**src/rtl/sar_adc_seq.sv**
```systemverilog
// sar_adc_seq: multi-channel SAR ADC sequencer with per-channel oversampling and a valid/ready result stream.
// Optional continuous scanning is enabled by defining SAR_ADC_SEQ_CONT_EN (adds cont_i).
module sar_adc_seq #(
    parameter int RESOLUTION    = 8,
    parameter int NUM_CH        = 4,
    parameter int OSR_LOG2      = 0,
    parameter int SAMPLE_CYCLES = 2,
    localparam int CH_W = (NUM_CH > 1) ? $clog2(NUM_CH) : 1
) (
    input  logic                  clk_i,
    input  logic                  rst_ni,
    input  logic                  start_i,
    input  logic [NUM_CH-1:0]     ch_mask_i,
`ifdef SAR_ADC_SEQ_CONT_EN
    input  logic                  cont_i,
`endif
    input  logic                  comp_p_i,
    input  logic                  comp_n_i,
    output logic [CH_W-1:0]       ch_sel_o,
    output logic                  sample_o,
    output logic                  compare_o,
    output logic [RESOLUTION-2:0] dac_p_o,
    output logic [RESOLUTION-2:0] dac_n_o,
    output logic                  busy_o,
    output logic                  out_valid_o,
    input  logic                  out_ready_i,
    output logic [RESOLUTION-1:0] out_data_o,
    output logic [CH_W-1:0]       out_ch_o
);
    localparam int ACC_W = RESOLUTION + OSR_LOG2;
    localparam int SMP_W = $clog2(SAMPLE_CYCLES + 1);
    localparam int CNT_W = OSR_LOG2 + 1;

    typedef enum logic [2:0] {IDLE, SELECT, SAMPLE, CONVERT, PUSH} state_e;

    state_e                state_q, state_d;
    logic [NUM_CH-1:0]     mask_q, mask_d;
    logic [CH_W-1:0]       ch_q, ch_d, ch_sel_q, ch_sel_d;
    logic [RESOLUTION-1:0] bit_q, bit_d, res_q, res_d;
    logic [RESOLUTION-2:0] dac_p_q, dac_p_d, dac_n_q, dac_n_d;
    logic [ACC_W-1:0]      acc_q, acc_d;
    logic [CNT_W-1:0]      cnt_q, cnt_d;
    logic [SMP_W-1:0]      smp_q, smp_d;
    logic                  comp_q, b;
    logic [CH_W:0]         first, nxt;

    // Lowest enabled channel at or above 'from'; MSB flags that one exists.
    function automatic logic [CH_W:0] find_ch(input logic [NUM_CH-1:0] m, input int from);
        logic [CH_W:0] r;
        r = '0;
        for (int i = NUM_CH - 1; i >= 0; i--)
            if (m[i] && i >= from) r = {1'b1, CH_W'(i)};
        return r;
    endfunction

    // 10 -> 1, 01 -> 0, 00/11 -> keep the last decisive comparator value.
    assign b = (comp_p_i & ~comp_n_i) | (~(comp_p_i ^ comp_n_i) & comp_q);

    assign ch_sel_o    = ch_sel_q;
    assign sample_o    = state_q == SAMPLE;
    assign compare_o   = state_q == CONVERT;
    assign dac_p_o     = dac_p_q;
    assign dac_n_o     = dac_n_q;
    assign busy_o      = state_q != IDLE;
    assign out_valid_o = state_q == PUSH;
    assign out_data_o  = acc_q[ACC_W-1:OSR_LOG2];
    assign out_ch_o    = ch_q;

    // Next-state: channel sequencing, sample timing, successive approximation and accumulation.
    always_comb begin
        state_d  = state_q;
        mask_d   = mask_q;
        ch_d     = ch_q;
        ch_sel_d = ch_sel_q;
        bit_d    = bit_q;
        res_d    = res_q;
        dac_p_d  = dac_p_q;
        dac_n_d  = dac_n_q;
        acc_d    = acc_q;
        cnt_d    = cnt_q;
        smp_d    = smp_q;
        first    = find_ch(mask_q, 0);
        nxt      = find_ch(mask_q, int'(ch_q) + 1);
        case (state_q)
            IDLE: if (start_i && |ch_mask_i) begin
                first    = find_ch(ch_mask_i, 0);
                mask_d   = ch_mask_i;
                ch_d     = first[CH_W-1:0];
                ch_sel_d = first[CH_W-1:0];
                state_d  = SELECT;
            end
            SELECT: state_d = SAMPLE;
            SAMPLE: begin
                bit_d = RESOLUTION'(1) << (RESOLUTION - 1);
                res_d = '0;
                smp_d = (smp_q == SMP_W'(SAMPLE_CYCLES - 1)) ? '0 : smp_q + 1'b1;
                state_d = (smp_q == SMP_W'(SAMPLE_CYCLES - 1)) ? CONVERT : SAMPLE;
            end
            CONVERT: begin
                res_d = res_q | (b ? bit_q : '0);
                if (bit_q != RESOLUTION'(1)) begin
                    dac_p_d = b ? dac_p_q ^ bit_q[RESOLUTION-1:1] : dac_p_q;
                    dac_n_d = b ? dac_n_q : dac_n_q ^ bit_q[RESOLUTION-1:1];
                    bit_d   = bit_q >> 1;
                end else begin
                    dac_p_d = '0;
                    dac_n_d = '0;
                    acc_d   = acc_q + ACC_W'(res_d);
                    cnt_d   = cnt_q + 1'b1;
                    state_d = (cnt_d == CNT_W'(2 ** OSR_LOG2)) ? PUSH : SAMPLE;
                end
            end
            PUSH: if (out_ready_i) begin
                acc_d = '0;
                cnt_d = '0;
                if (nxt[CH_W]) begin
                    ch_d     = nxt[CH_W-1:0];
                    ch_sel_d = nxt[CH_W-1:0];
                    state_d  = SELECT;
`ifdef SAR_ADC_SEQ_CONT_EN
                end else if (cont_i) begin
                    ch_d     = first[CH_W-1:0];
                    ch_sel_d = first[CH_W-1:0];
                    state_d  = SELECT;
`endif
                end else begin
                    state_d = IDLE;
                end
            end
            default: state_d = IDLE;
        endcase
    end

    // State register; comparator hold bit tracks the decoded value every cycle.
    always_ff @(posedge clk_i) begin
        if (!rst_ni) begin
            state_q  <= IDLE;
            mask_q   <= '0;
            ch_q     <= '0;
            ch_sel_q <= '0;
            bit_q    <= '0;
            res_q    <= '0;
            dac_p_q  <= '0;
            dac_n_q  <= '0;
            acc_q    <= '0;
            cnt_q    <= '0;
            smp_q    <= '0;
            comp_q   <= 1'b0;
        end else begin
            state_q  <= state_d;
            mask_q   <= mask_d;
            ch_q     <= ch_d;
            ch_sel_q <= ch_sel_d;
            bit_q    <= bit_d;
            res_q    <= res_d;
            dac_p_q  <= dac_p_d;
            dac_n_q  <= dac_n_d;
            acc_q    <= acc_d;
            cnt_q    <= cnt_d;
            smp_q    <= smp_d;
            comp_q   <= b;
        end
    end
endmodule

```
**config.mk**
```make
export PLATFORM = sky130hd
export DESIGN_NAME = sar_adc_seq
export DESIGN_NICKNAME = d
export VERILOG_FILES = /design/src/rtl/sar_adc_seq.sv
export SDC_FILE = /design/constraint.sdc
export NUM_CORES = 1
export LEC_CHECK = 0
export CAP_MARGIN = 30
export CORE_ASPECT_RATIO = 1.5
export CORE_MARGIN = 8
export CORE_UTILIZATION = 40
export CTS_CLUSTER_DIAMETER = 80
export DETAILED_ROUTE_END_ITERATION = 6
export PLACE_DENSITY = 0.65
export SYNTH_ARGS = -nofsm -noshare
export SYNTH_HDL_FRONTEND = slang
export SYNTH_SLANG_ARGS = --single-unit
```
**constraint.sdc**
```tcl
create_clock -name clk_i -period 8.55 [get_ports clk_i]
set_clock_uncertainty 0.15 [all_clocks]
set_input_delay 2.1375 -clock clk_i [delete_from_list [all_inputs] [get_ports clk_i]]
set_output_delay 2.1375 -clock clk_i [all_outputs]
set_load 0.005 [all_outputs]
```
==> run summary <==
The average detailed-routed wire length per instance works out to 13.8 um. Clock-pin slew was measured on the worst setup and hold paths at 90 ps. The library cells used most frequently in the layout, excluding fill and tap cells, are sky130_fd_sc_hd__dfxtp_1, sky130_fd_sc_hd__nor2_1, sky130_fd_sc_hd__clkdlybuf4s50_1. STA classifies the critical path endpoint as a flip-flop.

The first global-routing pass estimated 9.25 mm of wire. Walking the worst path, the cells encountered are clkdlybuf4s50_1 -> inv_1 -> ha_1 -> a21o_1 -> a21o_1 -> ha_1 -> inv_1 -> fa_1 -> nor2b_1 -> o31a_1 -> o21a_1 -> or4_1 -> nand3_1. For the final number of max-transition violations, the log shows 0. Entering global routing, the biggest net connects 24 pins. Of all nets on the critical path, the largest fanout is 13. For this run, the number of Yosys warnings is 0. The H-tree was split into 2 levels. The via-per-instance ratio is 5.15.

The area inside the core boundary came out at 0.00604 sq mm. The async set-reset flop share out of synthesis is 0%, and the clock latency reported for the late side of the worst-skew pair is 300 ps. The final wirelength came out at 5.39 mm. The height of the chip came out at 112 um. The power per cell area was 180 mW/mm^2; the global route total overflow was 0. After legalization and detailed placement, the total HPWL measured 4.07 mm. For this run, design rule violations remaining after detail routing come to 0. The detailed router placed 2014 vias in this run. The effective utilization at floorplan was 40.4%; the data required time at the worst endpoint was 8650 ps. The number of gates resized after CTS was 0. In this run the remaining antenna-violating nets after routing total 0. The port buffer count is 39, and the mapped cell area is 0.00244 sq mm. The routed design could run at a clock period as short as 4820 ps. Of the available clock period, the critical path in the final layout requires 56.4%. On the final layout, the worst hold slack is 296 ps. Prior to clock tree synthesis, the placed netlist has a worst setup slack of 3380 ps.

The die covers 0.00891 sq mm. At the pin with the least slew margin, the transition time is 735 ps. The logs give 0 for the number of antenna cells inserted and 0.0784 mV for the maximum vdd ir drop. In this run, post-CTS hold repair placed 0 buffers.

After layout, the worst setup slack is 3730 ps. Setup repair after global routing left no endpoint under its margin. The global-route usage over all layers is 12.6%. Die width: 79.8 um.

Adding up every negative setup slack in the final design gives 0 ps. The logs give 5990 ps for the setup slack on the worst flop-to-flop path and 4920 ps for the worst endpoint data arrival time. The floorplan has 35 rows. The count of mapped cells out of synthesis is 282. The class of the tightest hold or removal check is reg -> reg.

The via count of the first global-routing pass is 1982. The tree built by TritonCTS fans out to 50 sinks. The net count of the mapped netlist is 301, and the number of cells on the worst reg-to-reg path is 10. The endpoint identified for the worst register-to-register timing path is out_data_o[6]$_SDFFE_PN0P_.

The path with the worst hold slack has its endpoint at smp_q[1]$_SDFFE_PN0P_. The run gives 602 as the fill cell total of the finished layout. The worst setup path is launched from a primary input. Leaving out fill and tap cells, the most frequent cell in the layout is sky130_fd_sc_hd__dfxtp_1. The cell count of the worst hold path works out to 2.

TritonCTS built the clock tree. 40 I/O pins were placed. The number of buffers inserted to repair setup after CTS is 0.

In this run the critical register-to-register path is launched from comp_q$_SDFF_PN0_. Total clock buffers created by CTS: 5. The number of different library cells used by synthesis comes to 49.

The run finished with clean final reports. Post-synthesis register bit count: 50. In this run the worst setup path begins at comp_n_i. The tools report the start point of the worst min-delay path as smp_q[1]$_SDFFE_PN0P_. The leading register cell type out of synthesis is sky130_fd_sc_hd__dfxtp_1. The number of enable flip-flop cells after synthesis was 0; the final number of hold-violating endpoints was 0.

Headroom to the max-slew limit came out at 51.0%. Compared with the post-synthesis result, the final layout area differs by 21.9%. The number of failing setup endpoints in the final timing report was 0. After the first detailed-routing iteration, the DRC count stood at 80. The share of the Yosys chip area taken by registers is 41.0%.

The first-pass iteration count of the detailed router was 4; the number of nets in the layout was 335. The run gives 0 as the number of violations of the max-capacitance limit. The tools report the static leakage as 1.20 nW. The critical path in this run is classified as in -> reg.

In the final layout, the share of cells above drive strength 1 is 5.36%. Initial antenna violation count: 0. The clock root buffer master is sky130_fd_sc_hd__clkbuf_8. The logs give 0.207 GHz for the peak clock frequency supported by timing and 0.830 for the placer's final routability congestion estimate.

A synthesized cell averages 8.66 sq um. Delay of the slowest cell on the worst path: 470 ps. Master of the slowest instance on the critical path: sky130_fd_sc_hd__or4_1.

The clock passes through at most 2 buffers.
-- stage by stage --
step / total power (W) / util, % / instances / instance area [sq um]
after floorplan: 0.000342 / - / 282 / 2440
after global placement: 0.000378 / 47.5 / 383 / 2870
after detailed placement: 0.000378 / 47.5 / 383 / 2870
after CTS: 0.000543 / 49.3 / 391 / 2980
after global routing: 0.000567 / 49.3 / 391 / 2980
final: 0.000535 / 49.3 / 391 / 2980
-- flip-flops by register name, summed over array words and instances (netlist names) --
signal      count
out_data_o      8
smp_q           2
dac_n_o         7
mask_q          3
state_q         3
dac_p_o         7
comp_q          1
res_q           8
cnt_q           1
ch_sel_o        2
bit_q           8
-- Yosys cell counts, drive strengths merged (3+ instances only) --
cell	instances	area, sq um
dfxtp	50	1000
nand2b	3	18.8
xor2	16	140
o21a	5	37.5
nand2	25	96.4
clkbuf	6	22.5
nand3	7	47.6
buf	6	35.0
a31oi	6	37.5
a22oi	6	45.0
nand3b	3	22.5
inv	11	41.3
a21o	11	82.6
nand4	3	18.8
nor3	3	15.0
nor2	49	191
and3	3	18.8
a21oi	13	65.1
o21ai	8	40.0
ha	8	100
nor3b	6	45.0
mux2i	4	40.0
and2	3	18.8
-- cell type report --
cell class	instances	area, sq um	share of cell area, %
clock buffer	6	72.6	2.44
clock inverter	2	37.5	1.26
inverter	11	41.3	1.39
multi-input combinational	209	1340	45.1
sequential	50	1000	33.6
tap	74	92.6	3.11
timing repair buffer	39	390	13.1
-- kinds of logic after synthesis --
group / count (synthesis) / share of synthesized area [%]
adder cells (fa/ha/maj): 9 / 4.92
multiplexers: 4 / 1.64
XOR/XNOR: 17 / 6.10
AND/OR/NAND/NOR: 116 / 24.9
AO/OA/AOI/OAI: 63 / 17.4
flip-flops: 50 / 41.0
buffers and inverters: 23 / 4.05
-- per-layer routing --
metal  track usage [%]  up-vias  part of all wire, %
met4              6.22        0                  2.0
li1                  -     1044                    -
met3              2.66        8                  4.2
met2              21.7       31                   52
met5                 0        -                    0
met1              14.1      931                   42
-- critical path: cells and delay by family --
family | cells | cell delay (ps)
simple gates | 3 | 630
compound gates | 4 | 970
buf+inv | 3 | 560
fa+ha+maj | 3 | 640
-- report_power, final --
part	internal (W)	switching, W	leakage [nW]
combinational	0.0000494	0.0000614	0.741
clock	0.0000873	0.0000761	0.0514
sequential	0.000244	0.0000166	0.404
-- worst max path at each step --
| stage | endpoint | cells past startpoint |
|---|---|---|
| 2_1_floorplan | out_data_o[6]$_SDFFE_PN0P_ | 13 |
| 3_3_place_gp | out_data_o[6]$_SDFFE_PN0P_ | 13 |
| 3_5_place_dp | out_data_o[6]$_SDFFE_PN0P_ | 13 |
| 4_1_cts | out_data_o[6]$_SDFFE_PN0P_ | 13 |
| 5_1_grt | out_data_o[6]$_SDFFE_PN0P_ | 13 |
| 6_report | out_data_o[6]$_SDFFE_PN0P_ | 13 |
Note: power is estimated with default switching activity, not from simulation.
